`src/rtl/busca_instrucao.sv`:
```
// busca_instrucao: instruction-fetch stage of the RV32 5-stage pipeline.
// Generates sequential PCs, handshakes with instruction memory and buffers
// fetched words in a DEPTH-entry prefetch queue whose head feeds ID.
//
// Ports:
//   clk, rst          clock; synchronous active-high reset
//   imem_req/addr     fetch request and word-aligned address (out)
//   imem_ready/rdata  request completion and instruction word (in)
//   redirect/_pc      taken branch/jump from EX and its target PC
//   stall             ID cannot accept the head entry this cycle
//   if_valid/pc/instr head entry presented to ID
//   perf_fetched, perf_discarded  only when BUSCA_PERF_EN is defined
//
// Optional feature macro: BUSCA_PERF_EN (fetch/discard counters).
module busca_instrucao #(
  parameter logic [31:0] RESET_PC = 32'h0000_0000,
  parameter int unsigned DEPTH    = 2
) (
  input  logic        clk,
  input  logic        rst,
  output logic        imem_req,
  output logic [31:0] imem_addr,
  input  logic        imem_ready,
  input  logic [31:0] imem_rdata,
  input  logic        redirect,
  input  logic [31:0] redirect_pc,
  input  logic        stall,
  output logic        if_valid,
  output logic [31:0] if_pc,
  output logic [31:0] if_instr
`ifdef BUSCA_PERF_EN
  ,
  output logic [31:0] perf_fetched,
  output logic [31:0] perf_discarded
`endif
);

  localparam int unsigned PTR_W = $clog2(DEPTH);
  localparam int unsigned CNT_W = PTR_W + 1;
  localparam logic [CNT_W-1:0] FULL = CNT_W'(DEPTH);

  typedef enum logic {FETCH, DRAIN} state_t;

  state_t             state, state_next;
  logic [31:0]        fetch_pc;
  logic [31:0]        drain_addr;
  logic [31:0]        pc_q    [DEPTH];
  logic [31:0]        instr_q [DEPTH];
  logic [PTR_W-1:0]   rd_ptr, wr_ptr;
  logic [CNT_W-1:0]   count;
  logic               req_int, done, push, pop, has_data;

  // State register
  always_ff @(posedge clk) begin
    if (rst) state <= FETCH;
    else     state <= state_next;
  end

  // Next-state logic. A DRAIN ends when the abandoned access completes, even
  // if a further redirect arrives in that same cycle (it only moves fetch_pc).
  always_comb begin
    state_next = state;
    case (state)
      FETCH: if (redirect && req_int && !imem_ready) state_next = DRAIN;
      DRAIN: if (imem_ready) state_next = FETCH;
    endcase
  end

  // Outputs and handshake qualifiers. Request issue looks only at state,
  // registered count and fetch_pc; rst merely gates the port off.
  always_comb begin
    req_int   = (state == DRAIN) || (count < FULL);
    imem_req  = req_int && !rst;
    imem_addr = (state == DRAIN) ? drain_addr : fetch_pc;
    has_data  = (count != '0);
    if_valid  = has_data && !rst;
    if_pc     = pc_q[rd_ptr];
    if_instr  = instr_q[rd_ptr];
    done      = req_int && imem_ready;
    push      = (state == FETCH) && done && !redirect;
    pop       = has_data && !stall && !redirect;
  end

  // Fetch PC and prefetch queue
  always_ff @(posedge clk) begin
    if (rst) begin
      fetch_pc   <= RESET_PC;
      drain_addr <= '0;
      rd_ptr     <= '0;
      wr_ptr     <= '0;
      count      <= '0;
      pc_q       <= '{default: '0};
      instr_q    <= '{default: '0};
    end else if (redirect) begin
      fetch_pc <= redirect_pc & 32'hFFFF_FFFC;
      rd_ptr   <= '0;
      wr_ptr   <= '0;
      count    <= '0;
      // Keep the in-flight address for a possible DRAIN; in DRAIN it is
      // already latched and must not change.
      if (state == FETCH) drain_addr <= fetch_pc;
    end else begin
      if (push) begin
        pc_q[wr_ptr]    <= fetch_pc;
        instr_q[wr_ptr] <= imem_rdata;
        wr_ptr          <= wr_ptr + 1'b1;
        fetch_pc        <= fetch_pc + 32'd4;
      end
      if (pop) rd_ptr <= rd_ptr + 1'b1;
      case ({push, pop})
        2'b10:   count <= count + 1'b1;
        2'b01:   count <= count - 1'b1;
        default: ;
      endcase
    end
  end

`ifdef BUSCA_PERF_EN
  // Discards: completions dropped by redirect or DRAIN, plus flushed entries.
  always_ff @(posedge clk) begin
    if (rst) begin
      perf_fetched   <= '0;
      perf_discarded <= '0;
    end else begin
      if (push) perf_fetched <= perf_fetched + 32'd1;
      perf_discarded <= perf_discarded
                      + (redirect ? 32'(count) : 32'd0)
                      + ((done && (redirect || state == DRAIN)) ? 32'd1 : 32'd0);
    end
  end
`endif

endmodule

```
`config.mk`:
```
export PLATFORM = sky130hd
export DESIGN_NAME = busca_instrucao
export DESIGN_NICKNAME = d
export VERILOG_FILES = /design/src/rtl/busca_instrucao.sv
export SDC_FILE = /design/constraint.sdc
export NUM_CORES = 1
export LEC_CHECK = 0
export ABC_AREA = 1
export BUFFER_PORTS_ARGS = -buffer_cell sky130_fd_sc_hd__buf_2
export CORE_MARGIN = 2
export CORE_UTILIZATION = 62
export CTS_BUF_LIST = sky130_fd_sc_hd__clkbuf_4 sky130_fd_sc_hd__clkbuf_8
export DETAILED_ROUTE_END_ITERATION = 7
export GPL_TIMING_DRIVEN = 1
export PLACE_DENSITY = 0.93
export REMOVE_ABC_BUFFERS = 1
export SLEW_MARGIN = 20
export SYNTH_ARGS = -nofsm -noshare
export SYNTH_HDL_FRONTEND = slang
export SYNTH_SLANG_ARGS = --single-unit
```
`constraint.sdc`:
```
create_clock -name clk -period 2.65 [get_ports clk]
set_clock_uncertainty 0.2 [all_clocks]
set_input_delay 0.53 -clock clk [delete_from_list [all_inputs] [get_ports clk]]
set_output_delay 0.53 -clock clk [all_outputs]
set_load 0.02 [all_outputs]
```
Word level (Yosys, flattened, before mapping)

Cells that the tools add are included.

Input port bits: 69
Bits in registers: 197

Add/subtract/negate cells: 5
Bitwise gates (word level): 4
Mux-type cells: 17
Eq/ne operators: 2
$lt $le $gt $ge: 4
Reduce and logical (&&, ||, !) cells: 20

Operators with widths:

| kind                                                        | number |
|---|---|
| two-way mux 32 bit                                          | 10 |
| bitwise mux 64 bit                                          | 2 |
| adder 32 x 3 -> 32 bit (second input constant)              | 1 |
| demux 32 bit (select 1 bit)                                 | 1 |
| logical AND 1 bit                                           | 10 |
| nonzero test 2 bit                                          | 3 |
| greater-or-equal comparator 2 bit (second input constant)   | 2 |
| zero test 1 bit                                             | 4 |
| inverter 1 -> 2 bit                                         | 2 |
| case mux 2 bit (2 select lines)                             | 1 |
| adder 1 bit (second input constant)                         | 2 |
| adder 2 x 1 -> 2 bit (second input constant)                | 1 |
| equality test 2 x 1 -> 1 bit (second input constant)        | 1 |
| equality test 2 bit (second input constant)                 | 1 |
| less-than comparator 2 x 1 -> 1 bit (second input constant) | 1 |
| less-than comparator 2 bit (second input constant)          | 1 |
| two-way mux 1 bit                                           | 2 |
| inverter 1 bit                                              | 2 |
| case mux 1 bit (2 select lines)                             | 1 |
| AND reduction 2 bit                                         | 1 |
| OR reduction 2 bit                                          | 1 |
| subtractor 2 x 1 -> 2 bit (second input constant)           | 1 |
| logical OR 1 bit                                            | 1 |

Longest topological paths before layout

Gate-level depths: netlist of run 1.

Depth in word-level cells: 7
Mapped depth: 10

Worst setup path before layout of run 1

No wires, ideal clock.

Path kind: input to output
From: input port rst
To: output port if_valid
Slack: 0.478 ns
Cell stages on the path: 4
Arrival time: 1.442 ns
Path buffers: 3
Data required time: 1.920 ns
Path through: clkbuf_1 clkbuf_1 buf_1 nor2_1

Longest elaborated chain between the ends: 2

RTL lines:

| element           | line | source |
|---|---|---|
| start, declared   | 20   | `input logic rst,` |
| zero test 1 bit   | 76   | `if_valid = has_data && !rst;` |
| logical AND 1 bit | 76   |  |
| end, declared     | 28   | `output logic if_valid,` |

Every way passes these cells.

Worst setup path after layout of run 1

From: register rd_ptr
To: output port if_instr[8]

Longest elaborated chain between the ends: 4

RTL lines:

| element                                                | line | source |
|---|---|---|
| start, declared                                        | 49   | `logic [PTR_W-1:0] rd_ptr, wr_ptr;` |
| start signal, assigned                                 | 109  | `if (pop) rd_ptr <= rd_ptr + 1'b1;` |
| inverter 1 -> 2 bit (implied by the code)              | 78   | `if_instr = instr_q[rd_ptr];` |
| two-way mux 32 bit (implied by the code) (3 in series) | 78   |  |
| end, declared                                          | 30   | `output logic [31:0] if_instr` |

Every way passes these cells. The select of a mux whose other input is x is not followed.

==> impl_metrics.py, run 1 <==
metrics = {
    "status": {
        "status": "finished, final reports clean",
    },
    "grt": {
        "first_global_vias": 7518,
        "gr-total-overflow": 0,
        "grt_start_max_net_pins": 79,
        "antenna_found_initial": 0,
        "groute.usage.overall": 0.297,
        "grt_first_pass_wirelength_mm": 35.3,
    },
    "clock_network": {
        "cts.sinks": 191,
        "cts.clk_slew.worst_paths_ps": 90,
        "ctsHoldBuffers": 0,
        "cts_max_path_buffers": 2,
        "ctsResizeCount": 0,
        "cts_tree": "done",
        "clock-root-buffer": "clkbuf_8",
        "clk_latency_ps": 480,
        "cts_setup_buffers": 0,
        "cts_made_buffers": 17,
        "h-tree-depth": 4,
    },
    "setup_path": {
        "crit_family": "buffers and inverters",
        "rrSetupSlack_ps": 440,
        "path_class": "reg2out",
        "critPathLaunchType": "register",
        "cp.arrival_ps": 1600,
        "cp_max_fo": 78,
        "critPathSlowestCell": "dfxtp_4",
        "critical_path_required_ps": 1920,
        "cp_num_buf_inv": 2,
        "rr_worst_depth": 8,
        "cpPeakStageDelay_ps": 380,
        "regToRegStartpoint": "state",
        "reg2reg_to": "instr_q[5]",
        "cp_cell_sequence": "buf_12, o21ai_0, buf_2",
        "crit_path_end_kind": "primary output",
    },
    "synth": {
        "synth-xor-area-share": 0.0123,
        "syn_area_um2": 8560,
        "ys_warn_count": 0,
        "synth-seq-cells": 191,
        "synth_top_family_by_area": "compound AO/OA/AOI/OAI gates",
        "synth-simple-area-share": 0.205,
        "yosysUniqueCellTypes": 31,
        "synthArstFlopShare": 0,
        "synth_compound_area_frac": 0.235,
        "synth.avg_cell_area_um2": 6.93,
        "synth_cells": 1234,
        "yosys.area_share.adder": 0.00292,
        "muxShareOfSynthArea": 0,
        "synth-edff-count": 0,
        "yosysSeqAreaShare": 0.447,
        "yosys_most_used_dff": "dfxtp_1",
    },
    "sta": {
        "rsz0062_at_grt": "false",
        "fin_setup_tns_ps": 0,
        "layout_setup_ws_ps": 318,
        "finalMaxSlewViolations": 0,
        "period_share": 0.880,
        "tightest_slew_ps": 708,
        "hold_viol": 0,
        "finalSetupViolations": 0,
        "fmax_ghz": 0.429,
        "slew_headroom": 0.527,
        "period_needed_ps": 2330,
    },
    "layout": {
        "area_growth_pct": 14.5,
        "fin_cells": 1536,
        "layout.cells.most_common": "nand2_1",
        "diodes": 0,
        "fin_nets": 1421,
        "drive_above_1_share": 0.168,
        "final_cell_mix": "238 x nand2_1, 224 x o21ai_0, 189 x dfxtp_1",
        "final_core_util": 0.734,
    },
    "detailed_routing": {
        "drt_iter0_drc": 928,
        "vias": 8522,
        "dr.pass1.iters": 6,
        "via_per_inst": 5.55,
        "post_drt_wl_per_cell_um": 14.3,
        "wl_mm": 22.0,
        "ant_nets": 0,
        "drc_errors": 0,
    },
    "floorplan": {
        "start_util": 0.641,
        "core_um2": 13300,
        "die_h_um": 121,
        "fp-row-count": 42,
        "die_x_um": 121,
        "dieArea_um2": 14800,
        "pin_count": 167,
    },
    "placement": {
        "gp_congestion": 0.938,
        "preCtsSetupSlack_ps": 222,
        "dp_hpwl_mm": 15.0,
        "placed_cells": 1507,
        "port_buffers": 162,
    },
    "hold_path": {
        "hold_path_end": "state",
        "hold_depth": 2,
        "hp-class": "in2reg",
        "hold_start": "imem_ready",
    },
    "power_and_ir_drop": {
        "powerDensity_nw_per_um2": 581,
        "vdd_drop_max_uv": 433,
        "total_leakage_power_nw": 4.18,
    },
    "flow_run": {
        "drv_cap": 0,
    },
}
==> per-stage QoR <==
stage / area (um2) / hold WS [ps] / total power, W
after floorplan: 8150 / 225 / 0.00364
after global placement: 9450 / 232 / 0.00395
after detailed placement: 9450 / 239 / 0.00398
after CTS: 9800 / 25.6 / 0.00570
after global routing: 9800 / 31.1 / 0.00593
final: 9800 / 51.8 / 0.00569
==> layer usage <==
metal	track usage	wire, um	vias up
met3	0.0611	1950	55
met5	0	0	-
met2	0.488	10100	418
met4	0.0977	466	0
li1	-	-	4222
met1	0.392	9430	3827
==> sequential cells by signal, summed over array words and instances, names as in the netlist <==
name / cells
count: 2
fetch_pc: 30
rd_ptr: 1
instr_q: 64
drain_addr: 32
pc_q: 60
wr_ptr: 1
state: 1
==> layout make-up <==
| class | count | area, um2 |
|---|---|---|
| multi-input cells | 845 | 3920 |
| flip-flops and latches | 191 | 3830 |
| clock inverters | 10 | 90.1 |
| clock buffers | 19 | 255 |
| fillers | 1045 | 3550 |
| inverters | 113 | 427 |
| repair buffers | 182 | 1060 |
| well taps | 176 | 220 |
==> power breakdown <==
part           internal, W  leakage [nW]  switching (W)
logic             0.000271          2.44       0.000548
registers          0.00302          1.56      0.0000877
clock network     0.000763         0.182        0.00101
==> Yosys cell counts (6+ instances only) <==
library cell,number,area [um2]
nand3_1,26,130
o21ai_0,224,1120
buf_2,14,70.1
a31oi_1,6,37.5
nor2_1,158,593
dfxtp_1,191,3820
nor3_1,7,35.0
clkbuf_1,52,195
nand2_1,238,893
buf_4,11,82.6
o21ai_1,12,60.1
a21oi_1,118,591
xor2_1,11,96.3
inv_1,109,409
a211oi_1,26,195
==> cell families after synthesis <==
family | Yosys count
buffers and inverters | 199
adders and majority gates | 2
AOI/OAI and AO/OA | 387
DFF | 191
and+or+nand+nor | 442
other | 1
xor gates and xnor gates | 12
==> worst max path at each step <==
stage	start	slack [ps]	depth (start not counted)	endpoint
after CTS	rd_ptr	300	3	if_instr[8]
after global routing	rd_ptr	240	4	if_pc[19]
after global placement	redirect	280	7	pc_q[4]
after detailed placement	redirect	220	7	instr_q[5]
final	rd_ptr	320	3	if_instr[8]
after floorplan	rd_ptr	-810	1	if_instr[0]
Note: power is estimated with default switching activity, not from simulation.
==> run 2, diff against run 1 <==
--- a/config.mk
+++ b/config.mk
@@ -7,12 +7,14 @@
 export LEC_CHECK = 0
 export ABC_AREA = 1
 export BUFFER_PORTS_ARGS = -buffer_cell sky130_fd_sc_hd__buf_2
+export CORE_ASPECT_RATIO = 0.75
 export CORE_MARGIN = 2
 export CORE_UTILIZATION = 62
 export CTS_BUF_LIST = sky130_fd_sc_hd__clkbuf_4 sky130_fd_sc_hd__clkbuf_8
 export DETAILED_ROUTE_END_ITERATION = 7
 export GPL_TIMING_DRIVEN = 1
 export PLACE_DENSITY = 0.93
+export RECOVER_POWER = 50
 export REMOVE_ABC_BUFFERS = 1
 export SLEW_MARGIN = 20
 export SYNTH_ARGS = -nofsm -noshare
==> run 2 against run 1 <==
Via count is 0.62% higher. Sequential cell count stayed put. Wire length is 3.6% higher. Clock power is 18% higher. First-iteration DRC count is 0.75% lower. Global-route usage is 0.29 points higher. Register-to-register slack worse by 180 ps. Combinational power hardly changed. Worst hold slack worse by 2.8 ps. Critical path depth is 1 higher. Critical path type unchanged. Largest cell class unchanged. Largest power group unchanged.
==> impl_metrics.py, run 2 (same netlist as run 1, synthesis figures left out) <==
metrics = {
    "status": {
        "status": "finished, final reports clean",
    },
    "setup_path": {
        "cpPeakStageDelay_ps": 590,
        "cp.arrival_ps": 1760,
        "critical_path_required_ps": 1920,
        "crit_family": "flip-flops",
        "cp_num_buf_inv": 2,
        "critPathLaunchType": "register",
        "path_class": "reg2out",
        "crit_path_end_kind": "primary output",
        "cp-startpoint": "rd_ptr",
        "critPathSlowestCell": "dfxtp_4",
        "cp_cell_sequence": "buf_12, nand2_1, o21ai_0, buf_2",
        "cp_max_fo": 42,
        "regToRegStartpoint": "state",
    },
    "clock_network": {
        "cts_max_path_buffers": 2,
        "cts_tree": "done",
        "cts.sinks": 191,
        "h-tree-depth": 4,
        "cts_made_buffers": 17,
        "clock-root-buffer": "clkbuf_8",
        "cts.clk_slew.worst_paths_ps": 100,
        "clk_latency_ps": 460,
    },
    "grt": {
        "grt_start_max_net_pins": 132,
        "gr-total-overflow": 0,
        "grtUsageMet2": 0.480,
        "met3_usage": 0.0677,
        "met1_usage": 0.402,
        "grt.busiest_layer": "met2",
        "grt_first_pass_wirelength_mm": 36.1,
        "groute.usage.overall": 0.300,
        "first_global_vias": 7568,
        "antenna_found_initial": 0,
    },
    "layout": {
        "largest_register_ffs": 64,
        "fin_nets": 1420,
        "final_cell_mix": "238 x nand2_1, 229 x o21ai_0, 190 x dfxtp_1",
        "top_register": "instr_q",
        "reg_top3": "instr_q: 64 flops, pc_q: 60 flops, drain_addr: 32 flops",
        "area_growth_pct": 15.0,
        "layout.cells.most_common": "nand2_1",
        "diodes": 0,
        "multi_input_area_um2": 3900,
        "register_area_um2": 3830,
        "drive_above_1_share": 0.162,
        "fillers": 1097,
    },
    "detailed_routing": {
        "vias": 8575,
        "dr.pass1.iters": 6,
        "post_drt_wl_per_cell_um": 14.8,
        "via_per_inst": 5.58,
        "ant_nets": 0,
        "drc_errors": 0,
        "drt_iter0_drc": 921,
        "wl_mm": 22.7,
    },
    "floorplan": {
        "dieArea_um2": 14800,
        "die_h_um": 106,
        "fp-row-count": 37,
        "core_um2": 13600,
        "die_x_um": 140,
        "start_util": 0.629,
        "pin_count": 167,
    },
    "hold_path": {
        "hp-class": "in2reg",
        "hold_start": "imem_ready",
    },
    "sta": {
        "holdWs_ps": 49.0,
        "fmax_ghz": 0.402,
        "finalMaxSlewViolations": 0,
        "layout_setup_ws_ps": 161,
        "period_share": 0.939,
        "finalSetupViolations": 0,
        "slew_headroom": 0.337,
        "rsz0062_at_grt": "false",
        "hold_viol": 0,
        "fin_setup_tns_ps": 0,
        "period_needed_ps": 2490,
        "tightest_slew_ps": 994,
    },
    "power_and_ir_drop": {
        "powerDensity_nw_per_um2": 609,
        "total_leakage_power_nw": 4.18,
        "vdd_drop_max_uv": 511,
    },
    "placement": {
        "gp_congestion": 0.967,
        "dp_hpwl_mm": 15.0,
        "port_buffers": 162,
        "preCtsSetupSlack_ps": 298,
    },
    "flow_run": {
        "drv_cap": 0,
    },
}
==> run 2: path summary, 6_finish.rpt <==
path	endpoint	slack [ps]	cells past startpoint
hold reg to reg	instr_q[34]	250	2
hold / removal	state	50	2
setup / recovery	if_pc[16]	160	4
setup reg to reg	pc_q[10]	260	8
==> run 2: layout make-up <==
| class | count | share of cell area |
|---|---|---|
| multi-input combinational | 845 | 0.397 |
| sequential | 191 | 0.389 |
| timing repair buffer | 181 | 0.104 |
| inverter | 113 | 0.0434 |
| clock buffer | 19 | 0.0266 |
| tap | 175 | 0.0222 |
| clock inverter | 13 | 0.0182 |
==> run 2: per-stage QoR <==
step | power, W | area, um2 | utilization | instances
after floorplan | 0.00364 | 8150 | - | 1149
after global placement | 0.00394 | 9420 | 0.692 | 1504
after detailed placement | 0.00398 | 9420 | 0.692 | 1504
after CTS | 0.00600 | 9860 | 0.725 | 1536
after global routing | 0.00623 | 9840 | 0.723 | 1537
final | 0.00600 | 9840 | 0.723 | 1537
==> run 2: power by group <==
part	total [W]	leakage, nW	internal (W)	switching, W
clock network	0.00208	0.222	0.00101	0.00107
registers	0.00310	1.56	0.00302	0.0000863
logic	0.000818	2.39	0.000265	0.000552
total	0.00600	4.18	0.00429	0.00171
==> run 2: what timing repair did <==
action / in CTS / in global routing
hold buffers: 0 / 0
buffers inserted: 0 / 1
resized for setup: 0 / 2
setup endpoints to repair: 0 / 30
==> run 2: per-layer routing <==
layer  vias to the layer above  share of wire
met2                       421           0.45
met1                      3872           0.43
met4                         0          0.023
met5                         -              0
met3                        47          0.094
li1                       4235              -
==> run 3, diff against run 2 <==
--- a/config.mk
+++ b/config.mk
@@ -9,11 +9,11 @@
 export BUFFER_PORTS_ARGS = -buffer_cell sky130_fd_sc_hd__buf_2
 export CORE_ASPECT_RATIO = 0.75
 export CORE_MARGIN = 2
-export CORE_UTILIZATION = 62
+export CORE_UTILIZATION = 57
 export CTS_BUF_LIST = sky130_fd_sc_hd__clkbuf_4 sky130_fd_sc_hd__clkbuf_8
 export DETAILED_ROUTE_END_ITERATION = 7
 export GPL_TIMING_DRIVEN = 1
-export PLACE_DENSITY = 0.93
+export PLACE_DENSITY = 0.87
 export RECOVER_POWER = 50
 export REMOVE_ABC_BUFFERS = 1
 export SLEW_MARGIN = 20
==> constraint.sdc (replaced) <==
create_clock -name clk -period 2.7 [get_ports clk]
set_clock_uncertainty 0.2 [all_clocks]
set_input_delay 0.54 -clock clk [delete_from_list [all_inputs] [get_ports clk]]
set_output_delay 0.54 -clock clk [all_outputs]
set_load 0.02 [all_outputs]
==> run 3 against run 2 <==
Sequential cell count is the same. Setup slack gained 75 ps. First-iteration DRC count shrank 22%. Count of clock-buffer cells in the layout grew 2. Core utilization shrank 4.6 points. Die area grew 8.5%. Cell area grew 0.10%. Power shrank 2.9%. Critical path depth grew 4. Clock power shrank 4%. Critical path type is now in2reg. Largest power group unchanged.
==> impl_metrics.py, run 3 (same netlist as run 1, synthesis figures left out) <==
metrics = {
    "status": {
        "status": "finished, final reports clean",
    },
    "flow_run": {
        "drv_cap": 0,
    },
    "detailed_routing": {
        "ant_nets": 0,
        "dr.pass1.iters": 6,
        "drt_iter0_drc": 720,
        "via_per_inst": 5.36,
        "vias": 8375,
        "drc_errors": 0,
        "post_drt_wl_per_cell_um": 14.0,
        "wl_mm": 21.9,
    },
    "clock_network": {
        "cts.clk_slew.worst_paths_ps": 100,
        "ctsHoldBuffers": 0,
        "cts_made_buffers": 17,
        "cts_setup_buffers": 0,
        "cts.sinks": 191,
        "cts_tree": "done",
        "cts_max_path_buffers": 2,
        "h-tree-depth": 4,
        "clock-root-buffer": "clkbuf_8",
        "clk_latency_ps": 460,
        "ctsResizeCount": 0,
    },
    "placement": {
        "port_buffers": 162,
        "gp_congestion": 0.900,
        "dp_hpwl_mm": 14.9,
    },
    "sta": {
        "holdWs_ps": 66.6,
        "finalSetupViolations": 0,
        "rsz0062_at_grt": "false",
        "fmax_ghz": 0.406,
        "tightest_slew_ps": 1180,
        "finalMaxSlewViolations": 0,
        "hold_viol": 0,
        "period_share": 0.913,
        "slew_headroom": 0.213,
        "period_needed_ps": 2460,
    },
    "layout": {
        "top_register": "instr_q",
        "register_area_um2": 3830,
        "reg_top3": "instr_q: 64 flops, pc_q: 60 flops, drain_addr: 32 flops",
        "final_cell_mix": "238 x nand2_1, 229 x o21ai_0, 190 x dfxtp_1",
        "multi_input_area_um2": 3910,
        "layout.cells.most_common": "nand2_1",
        "fillers": 1333,
        "diodes": 0,
        "area_growth_pct": 15.1,
        "fin_nets": 1421,
        "drive_above_1_share": 0.167,
        "largest_register_ffs": 64,
    },
    "setup_path": {
        "crit_path_end_kind": "register",
        "regToRegStartpoint": "state",
        "rr_worst_depth": 8,
        "cp-startpoint": "redirect",
        "cp.arrival_ps": 2650,
        "reg2reg_to": "pc_q[31]",
        "critical_path_required_ps": 2880,
        "critPathLaunchType": "input port",
        "cp_max_fo": 24,
        "worstSetupEndpoint": "instr_q[59]",
        "path_class": "in2reg",
        "rrSetupSlack_ps": 370,
    },
    "grt": {
        "groute.usage.overall": 0.271,
        "grt_start_max_net_pins": 71,
        "antenna_found_initial": 0,
        "grt_first_pass_wirelength_mm": 35.3,
        "gr-total-overflow": 0,
        "first_global_vias": 7271,
    },
    "floorplan": {
        "dieArea_um2": 16000,
        "fp-row-count": 38,
        "die_h_um": 110,
        "start_util": 0.588,
        "die_x_um": 145,
        "pin_count": 167,
        "core_um2": 14500,
    },
    "power_and_ir_drop": {
        "power_w": 0.00583,
        "total_leakage_power_nw": 4.20,
        "vdd_drop_max_uv": 388,
        "powerDensity_nw_per_um2": 591,
    },
    "hold_path": {
        "hp-class": "in2reg",
    },
}
run 3: changes by cell type in the layout (fill, tap and decap cells not counted), moves of 2 or more:
cell      change
clkbuf_2      +5
buf_2         +4
buf_4         +3
clkinv_4      +3
clkbuf_1      -7
clkinv_2      -2
inv_6         -2
buf_6         -3
nor2_2        -2
run 3: layout make-up:
class                   count  share of cell area
repair buffers            182               0.102
clock buffers              21              0.0287
flip-flops and latches    191               0.388
multi-input cells         845               0.396
well taps                 200              0.0254
clock inverters            11              0.0154
inverters                 113              0.0433
run 3: worst max-delay path, stage by stage:
cell      delay [ps]
clkbuf_1         840
inv_2            120
nand2_4          170
inv_4             50
nand2_4          200
clkbuf_2         430
o21ai_0          140
a21oi_1          140
run 3: stage by stage:
stage,setup TNS (ps),setup slack [ps],area [um2],utilization,instances
6_report,0,236,9850,0.677,1563
5_1_grt,0,75.7,9850,0.677,1563
4_1_cts,0,254,9890,0.680,1563
3_5_place_dp,0,360,9460,0.650,1531
3_3_place_gp,0,419,9460,0.650,1531
2_1_floorplan,-110620,-771,8150,-,1149
run 3: worst min path at each step:
| stage | start | end | cells after the start |
|---|---|---|---|
| after floorplan | drain_addr[0] | drain_addr[0] | 2 |
| after global placement | instr_q[59] | instr_q[59] | 2 |
| after detailed placement | drain_addr[1] | drain_addr[1] | 2 |
| after CTS | imem_ready | state | 2 |
| after global routing | imem_ready | state | 2 |
| final | imem_ready | state | 2 |
run 3: power by group:
part	leakage (nW)	internal, W	total, W	switching [W]
combinational	2.42	0.000258	0.000792	0.000535
clock	0.221	0.000939	0.00199	0.00105
sequential	1.56	0.00296	0.00305	0.0000851
total	4.20	0.00416	0.00583	0.00167
run 3: per-layer routing:
metal | vias up | track usage | wire length [um] | part of all wire
met2 | 323 | 0.425 | 9580 | 0.44
met3 | 27 | 0.0547 | 1810 | 0.083
met4 | 0 | 0.0819 | 259 | 0.012
met5 | - | 0 | 0 | 0
met1 | 3796 | 0.382 | 10200 | 0.47
li1 | 4229 | - | - | -
